`src/rtl/int_ctrl_pkg.sv`:
```
// Interrupt codes shared with CP0 and the controller FSM state encoding.
// Pure declarations, no timing or handshake.
package int_ctrl_pkg;

    localparam logic [1:0] INT_NONE     = 2'b00;
    localparam logic [1:0] INT_EXTDEV   = 2'b01;
    localparam logic [1:0] INT_ILLINST  = 2'b10;
    localparam logic [1:0] INT_OVERFLOW = 2'b11;

    typedef enum logic [1:0] {
        ST_IDLE       = 2'b00,
        ST_ISSUE      = 2'b01,
        ST_IN_SERVICE = 2'b10
    } state_e;

endpackage

```
`src/rtl/int_prio_enc.sv`:
```
// Fixed-priority encoder, bit 0 wins; one-hot grant plus any-request flag.
// Purely combinational, zero latency, no backpressure.
module int_prio_enc #(
    parameter int N = 4
) (
    input  logic [N-1:0] req,
    output logic         vld,
    output logic [N-1:0] gnt
);

    logic found;

    always_comb begin
        gnt   = '0;
        found = 1'b0;
        for (int i = 0; i < N; i++) begin
            if (req[i] && !found) begin
                gnt[i] = 1'b1;
                found  = 1'b1;
            end
        end
    end

    assign vld = |req;

endmodule

```
`src/rtl/int_ctrl.sv`:
```
// Interrupt/exception request source for CP0: one registered code per entry, 2-cycle min latency,
// Stall holds requests pending in IDLE; level-sensitive external lines when INT_CTRL_LEVEL_EN is defined.
module int_ctrl
    import int_ctrl_pkg::*;
#(
    parameter int NUM_EXT = 4
) (
    input  logic               clk,
    input  logic               rst,
    input  logic [NUM_EXT-1:0] ExtIrq,
    input  logic               IllegalInst,
    input  logic               Overflow,
    input  logic               IntEnable,
    input  logic               Stall,
    input  logic               Eret,
    output logic [1:0]         Interrupt,
    output logic [NUM_EXT-1:0] IrqAck,
    output logic               InService
);

    state_e             state_q, state_d;
    logic               pend_ov_q, pend_ov_d;
    logic               pend_ill_q, pend_ill_d;
    logic [NUM_EXT-1:0] pend_ext_q, pend_ext_d;
    logic [1:0]         interrupt_q, interrupt_d;
    logic [NUM_EXT-1:0] irq_ack_q, irq_ack_d;
    logic               in_service_q, in_service_d;

    logic [NUM_EXT-1:0] ext_cand;
    logic [NUM_EXT-1:0] ext_gnt;
    logic               ext_vld;
    logic [1:0]         win_code;
    logic               issue;

    assign ext_cand = pend_ext_q & {NUM_EXT{IntEnable}};

    int_prio_enc #(.N(NUM_EXT)) u_prio (
        .req (ext_cand),
        .vld (ext_vld),
        .gnt (ext_gnt)
    );

    always_comb begin
        if (pend_ov_q)       win_code = INT_OVERFLOW;
        else if (pend_ill_q) win_code = INT_ILLINST;
        else if (ext_vld)    win_code = INT_EXTDEV;
        else                 win_code = INT_NONE;
    end

    always_comb begin
        state_d     = state_q;
        issue       = 1'b0;
        interrupt_d = INT_NONE;
        irq_ack_d   = '0;
        case (state_q)
            ST_IDLE: begin
                if (win_code != INT_NONE && !Stall) begin
                    state_d     = ST_ISSUE;
                    issue       = 1'b1;
                    interrupt_d = win_code;
                    if (win_code == INT_EXTDEV) irq_ack_d = ext_gnt;
                end
            end
            ST_ISSUE:      state_d = ST_IN_SERVICE;
            ST_IN_SERVICE: if (Eret) state_d = ST_IDLE;
            default:       state_d = ST_IDLE;
        endcase
        in_service_d = (state_d != ST_IDLE);
    end

    // Set terms are OR'd after the clear so a same-cycle event survives its own issue.
    always_comb begin
        pend_ov_d  = (pend_ov_q  & ~(issue && win_code == INT_OVERFLOW)) | Overflow;
        pend_ill_d = (pend_ill_q & ~(issue && win_code == INT_ILLINST))  | IllegalInst;
    end

`ifdef INT_CTRL_LEVEL_EN
    always_comb begin
        pend_ext_d = ExtIrq;
    end
`else
    logic [NUM_EXT-1:0] ext_prev_q, ext_prev_d;
    logic [NUM_EXT-1:0] ext_clr;

    always_comb begin
        ext_clr    = (issue && win_code == INT_EXTDEV) ? ext_gnt : '0;
        pend_ext_d = (pend_ext_q & ~ext_clr) | (ExtIrq & ~ext_prev_q);
        ext_prev_d = ExtIrq;
    end

    always_ff @(posedge clk) begin
        if (rst) ext_prev_q <= '0;
        else     ext_prev_q <= ext_prev_d;
    end
`endif

    always_ff @(posedge clk) begin
        if (rst) begin
            state_q      <= ST_IDLE;
            pend_ov_q    <= 1'b0;
            pend_ill_q   <= 1'b0;
            pend_ext_q   <= '0;
            interrupt_q  <= INT_NONE;
            irq_ack_q    <= '0;
            in_service_q <= 1'b0;
        end else begin
            state_q      <= state_d;
            pend_ov_q    <= pend_ov_d;
            pend_ill_q   <= pend_ill_d;
            pend_ext_q   <= pend_ext_d;
            interrupt_q  <= interrupt_d;
            irq_ack_q    <= irq_ack_d;
            in_service_q <= in_service_d;
        end
    end

    assign Interrupt = interrupt_q;
    assign IrqAck    = irq_ack_q;
    assign InService = in_service_q;

endmodule

```
`config.mk`:
```
export PLATFORM = sky130hd
export DESIGN_NAME = int_ctrl
export DESIGN_NICKNAME = d
export VERILOG_FILES = /design/src/rtl/int_ctrl_pkg.sv /design/src/rtl/int_prio_enc.sv /design/src/rtl/int_ctrl.sv
export SDC_FILE = /design/constraint.sdc
export NUM_CORES = 1
export LEC_CHECK = 0
export ABC_AREA = 1
export ABC_CLOCK_PERIOD_IN_PS = 1300
export CORE_MARGIN = 4
export CORE_UTILIZATION = 45
export DETAILED_ROUTE_END_ITERATION = 8
export PLACE_DENSITY = 0.74
export SLEW_MARGIN = 10
export SYNTH_ARGS = -nofsm -noshare
export SYNTH_HDL_FRONTEND = slang
export SYNTH_SLANG_ARGS = --single-unit
```
`constraint.sdc`:
```
create_clock -name clk -period 1.3 [get_ports clk]
set_input_delay 0.195 -clock clk [delete_from_list [all_inputs] [get_ports clk]]
set_output_delay 0.195 -clock clk [all_outputs]
set_load 0.02 [all_outputs]
```
==> impl_summary.md, run 1 <==
Place
After detailed placement, the total cell area comes to 922 um^2. The placement-stage worst setup slack is -0.134 ns. Buffers placed on the I/O ports in this run total 17.

The final HPWL from detailed placement is 1070 um. The congestion estimate from routability-driven global placement came to 0.817.

Yosys
The simple logic cell fraction of the synthesized area is 27.4%. Among all flip-flop cells after synthesis, the most frequent one is sky130_fd_sc_hd__dfxtp_1. The dominant combinational cell family by area after synthesis is simple AND/OR/NAND/NOR gates. Summing the areas of all xor and xnor instances in the mapped netlist gives 0% of the synthesized area.

The mean cell area of the mapped netlist is 8.22 um^2. The cell type contributing the most total cell area after synthesis is sky130_fd_sc_hd__dfxtp_1. The total nets after synthesis is 97. The combined area of all synthesized cells is 707 um^2. Synthesis produced 86 cells.

The synthesized netlist devotes 9.56% of its cell area to compound gates. The number of synthesized register bits is 19. By count the netlist is led by 19 x sky130_fd_sc_hd__dfxtp_1, 16 x sky130_fd_sc_hd__inv_1, 14 x sky130_fd_sc_hd__nand2_1. Yosys mapped a number of flops with a built-in enable equal to 0. Among all cell types in the netlist, the one instantiated most often is sky130_fd_sc_hd__dfxtp_1. After synthesis, the share of flip-flops with an asynchronous set or reset is 0%. The top cell type's share of synthesized area is 53.8%. The synthesized-area fraction occupied by adder cells is 0%. For this run, the number of Yosys warnings is 0. Yosys attributes the largest share of cell area to sky130_fd_sc_hd__dfxtp_1 54%, sky130_fd_sc_hd__inv_1 8.5%, sky130_fd_sc_hd__nand2_1 7.4%, sky130_fd_sc_hd__nor2_1 6.9%, sky130_fd_sc_hd__o21bai_1 4.2%. The part of the Yosys area used for sequential elements is 53.8%. Synthesis instantiated 16 different standard cells from the library.

Of the post-synthesis cell area, the part taken by muxes is 0%.

Floorplan
The horizontal die dimension is 47.6 um. The starting density of the core is 47.5%. The floorplan has 14 rows. The I/O pin total is 18. The overall die area is 2270 um^2. The floorplan step set the die height to 47.6 um. After floorplanning, the core was sized to cover 1490 um^2.

Timing
The timing-limited maximum frequency is 873 MHz. Once routing completed, OpenROAD measured the worst setup slack at 0.154 ns. The number of slew-limit violations in the final report is 0. The max-slew headroom at the worst pin is 87.1%. After routing, the total negative slack on setup checks comes to 0 ns. The post-layout minimum cycle time is 1.15 ns. Setup violations remaining at the end of the flow were counted as 0.

Setup repair after global routing left no endpoint under its margin. For the pin with the worst max-slew slack, the measured transition is 0.192 ns. Clock skew on the completed layout was measured at 0.00467 ns. The number of hold-slack violations in the final timing report was 0.

The post-route clock period utilization is 88.1%.

Pwr
The combinational share of power is 15.6%. The leakage dissipation is 0.451 nW. VDD sags by at most 0.667 mV.

In this run the power spent charging and discharging nets is 0.290 mW. In this run the power density over the cells is 1170 nW/um^2. The internal power consumption is 0.814 mW.

Of the total power, the share spent switching nets is 26.3%. The clock network accounts for 26.6% of the total power. Total power for the finished layout comes to 1.10 mW.

The sequential cell fraction of total power is 57.8%.

Global routing
The first-pass GRT wire length is 1990 um. The total track usage is 13.1%. The number of global-route vias before repair is 515. Global routing finished with a remaining overflow of 0.

The met1 usage is 13.0%. The global routing usage on met3 is 3.38%. The met2 usage is 22.5%. The largest net degree at the start of global routing is 12.

The layer flagged by global routing as most heavily used is met2. The initial antenna violation count was 0.

Cells and area
The antenna diode count is 0. Summing all multi-input logic gate instances after layout gives 262 um^2. Counting the fill cells in the layout gives 154.

The area of all sequential standard cells is 380 um^2. Once layout is complete, the utilization of the core stands at 63.2%. The final layout net count is 122. The ratio of cells with drive above 1 in the final layout is 11.8%. The final standard cell area without fillers is 941 um^2.

The synthesis-to-finish area growth is 33.1%.

Route
The pre-antenna-repair detailed-routing pass consisted of 4 iterations. The detailed-route via count is 607. The overall routed net length is 1300 um. Dividing the detail-routed wire length by the instance count gives 10.3 um. The detailed-route DRC error count is 0. The detailed router's first-iteration violation count is 6. The ratio of routed vias to standard cells is 4.82. The final antenna-violating net count is 0.

Min path
The hold path startpoint is ExtIrq[3]. The worst hold path passes through 3 cells. The type of the worst min-delay path is in2reg.

The end point of the most critical hold path is ext_prev_q[3].

Worst setup path
The signal on the critical path passes through dlygate4sd2_1. The total stage count of the critical path is 1. STA classifies the critical path startpoint as a flop. The maximum fanout count along the critical path is 1. The end of the worst register-to-register path is pend_ext_q[2]. The internal reg-to-reg setup slack is 0.19 ns. Data on the critical path arrives at its endpoint at 0.95 ns. The largest single stage delay on the critical path is 0.33 ns. Among cell families on the critical path, the largest total delay comes from flip-flops.

The largest individual stage delay along the critical path comes from the cell sky130_fd_sc_hd__dfxtp_1. The required time of the critical path is 1.11 ns. The worst register-to-register path has a depth of 6.

The buffering stage count on the worst path with inverters included is 1. The worst setup path is captured at an output port. The critical path is of the reg2out type.

The launch instance of the worst register-to-register path is state_q[0].

Clock network
The number of clock buffers inserted by TritonCTS is 3. CTS built an H-tree with a depth of 1. In this run the clock root is driven by a sky130_fd_sc_hd__clkbuf_4. The clock insertion delay at the later pin of the skew report is 0.30 ns. The clock transition at the register clock pins on the worst setup and hold paths after CTS is 0.11 ns. The TritonCTS clock tree is built. The number of buffers on the longest clock path is 2. The clock net sink count is 19.

After clock tree synthesis, the setup repair step added 0 buffers.

Run
Across the run, the number of max-cap violations was 0.

Outcome
The flow ran to the end, and the final reports show no timing, DRC or antenna violations.
[what timing repair did]
action | in CTS | in global routing
hold buffers | 0 | 0
gates resized for setup | 7 | 0
endpoints found under the setup margin | 7 | 0
[worst max path at each step]
| stage | from | end | slack, ns |
|---|---|---|---|
| after floorplan | state_q[0] | pend_ext_q[0] | 0.31 |
| after global placement | IntEnable | pend_ext_q[3] | -0.07 |
| after detailed placement | IntEnable | pend_ext_q[2] | -0.13 |
| after CTS | IrqAck[2] | IrqAck[2] | 0.13 |
| after global routing | IrqAck[2] | IrqAck[2] | 0.1 |
| final | IrqAck[1] | IrqAck[1] | 0.15 |
[metrics by stage]
step	hold slack, ns	cells
after floorplan	0.278	86
after global placement	0.437	122
after detailed placement	0.449	122
after CTS	0.406	126
after global routing	0.415	126
final	0.413	126
[cell families (layout without fill, tap and decap cells)]
family	after synthesis	count (layout)
flip-flops	19	19
AND/OR/NAND/NOR	40	40
buffers and inverters	17	41
AO/OA/AOI/OAI	10	10
[flip-flops by register name (all words and copies together) (netlist names)]
signal,flops
InService,1
Interrupt,2
IrqAck,4
ext_prev_q,4
pend_ext_q,4
pend_ill_q,1
pend_ov_q,1
state_q,2
[cell type report]
type                    count  share of cell area [%]
clock buffers               3                    2.39
repair buffers             21                    20.3
well taps                  16                    2.13
clock inverters             1                   0.532
multi-input cells          50                    27.8
inverters                  16                    6.38
flip-flops and latches     19                    40.4
[metal layers]
layer / part of all wire, % / vias to the layer above
met5: 0 / -
met4: 2.5 / 0
met3: 7.1 / 4
met2: 50 / 15
met1: 40 / 273
li1: - / 315
[power by group through the flow]
stage                     Sequential [mW]  Combinational, mW  Clock, mW
after floorplan                     0.658             0.0929          0
after global placement              0.651              0.175          0
after detailed placement            0.653              0.180          0
after CTS                           0.639              0.175      0.306
after global routing                0.643              0.192      0.329
final                               0.639              0.172      0.294
[cell usage in the layout, fill, tap and decap left out]
cell / Yosys / layout
sky130_fd_sc_hd__nand3b_1: 1 / 1
sky130_fd_sc_hd__clkinv_2: 0 / 1
sky130_fd_sc_hd__dlygate4sd2_1: 0 / 7
sky130_fd_sc_hd__nor2_1: 13 / 13
sky130_fd_sc_hd__nand4_4: 1 / 1
sky130_fd_sc_hd__clkdlybuf4s50_1: 0 / 10
sky130_fd_sc_hd__o21ai_2: 2 / 2
sky130_fd_sc_hd__a21oi_1: 2 / 2
sky130_fd_sc_hd__nand3_1: 4 / 4
sky130_fd_sc_hd__dfxtp_1: 19 / 19
sky130_fd_sc_hd__buf_4: 0 / 4
sky130_fd_sc_hd__o21ai_0: 2 / 2
sky130_fd_sc_hd__clkbuf_4: 0 / 3
sky130_fd_sc_hd__nand4_1: 1 / 1
sky130_fd_sc_hd__nand2_2: 1 / 1
sky130_fd_sc_hd__nor2_4: 1 / 1
sky130_fd_sc_hd__o21bai_1: 4 / 4
sky130_fd_sc_hd__inv_1: 16 / 16
sky130_fd_sc_hd__nor3_1: 4 / 4
sky130_fd_sc_hd__nand2_1: 14 / 14
(Power assumes the default switching activity.)
==> inputs of run 2 (changes only) <==
ABC_CLOCK_PERIOD_IN_PS = default   (was 1300)
TNS_END_PERCENT = 1   (was default)
==> results of run 2 <==
No change in the layout: final DEF, timing and power equal those of run 1.
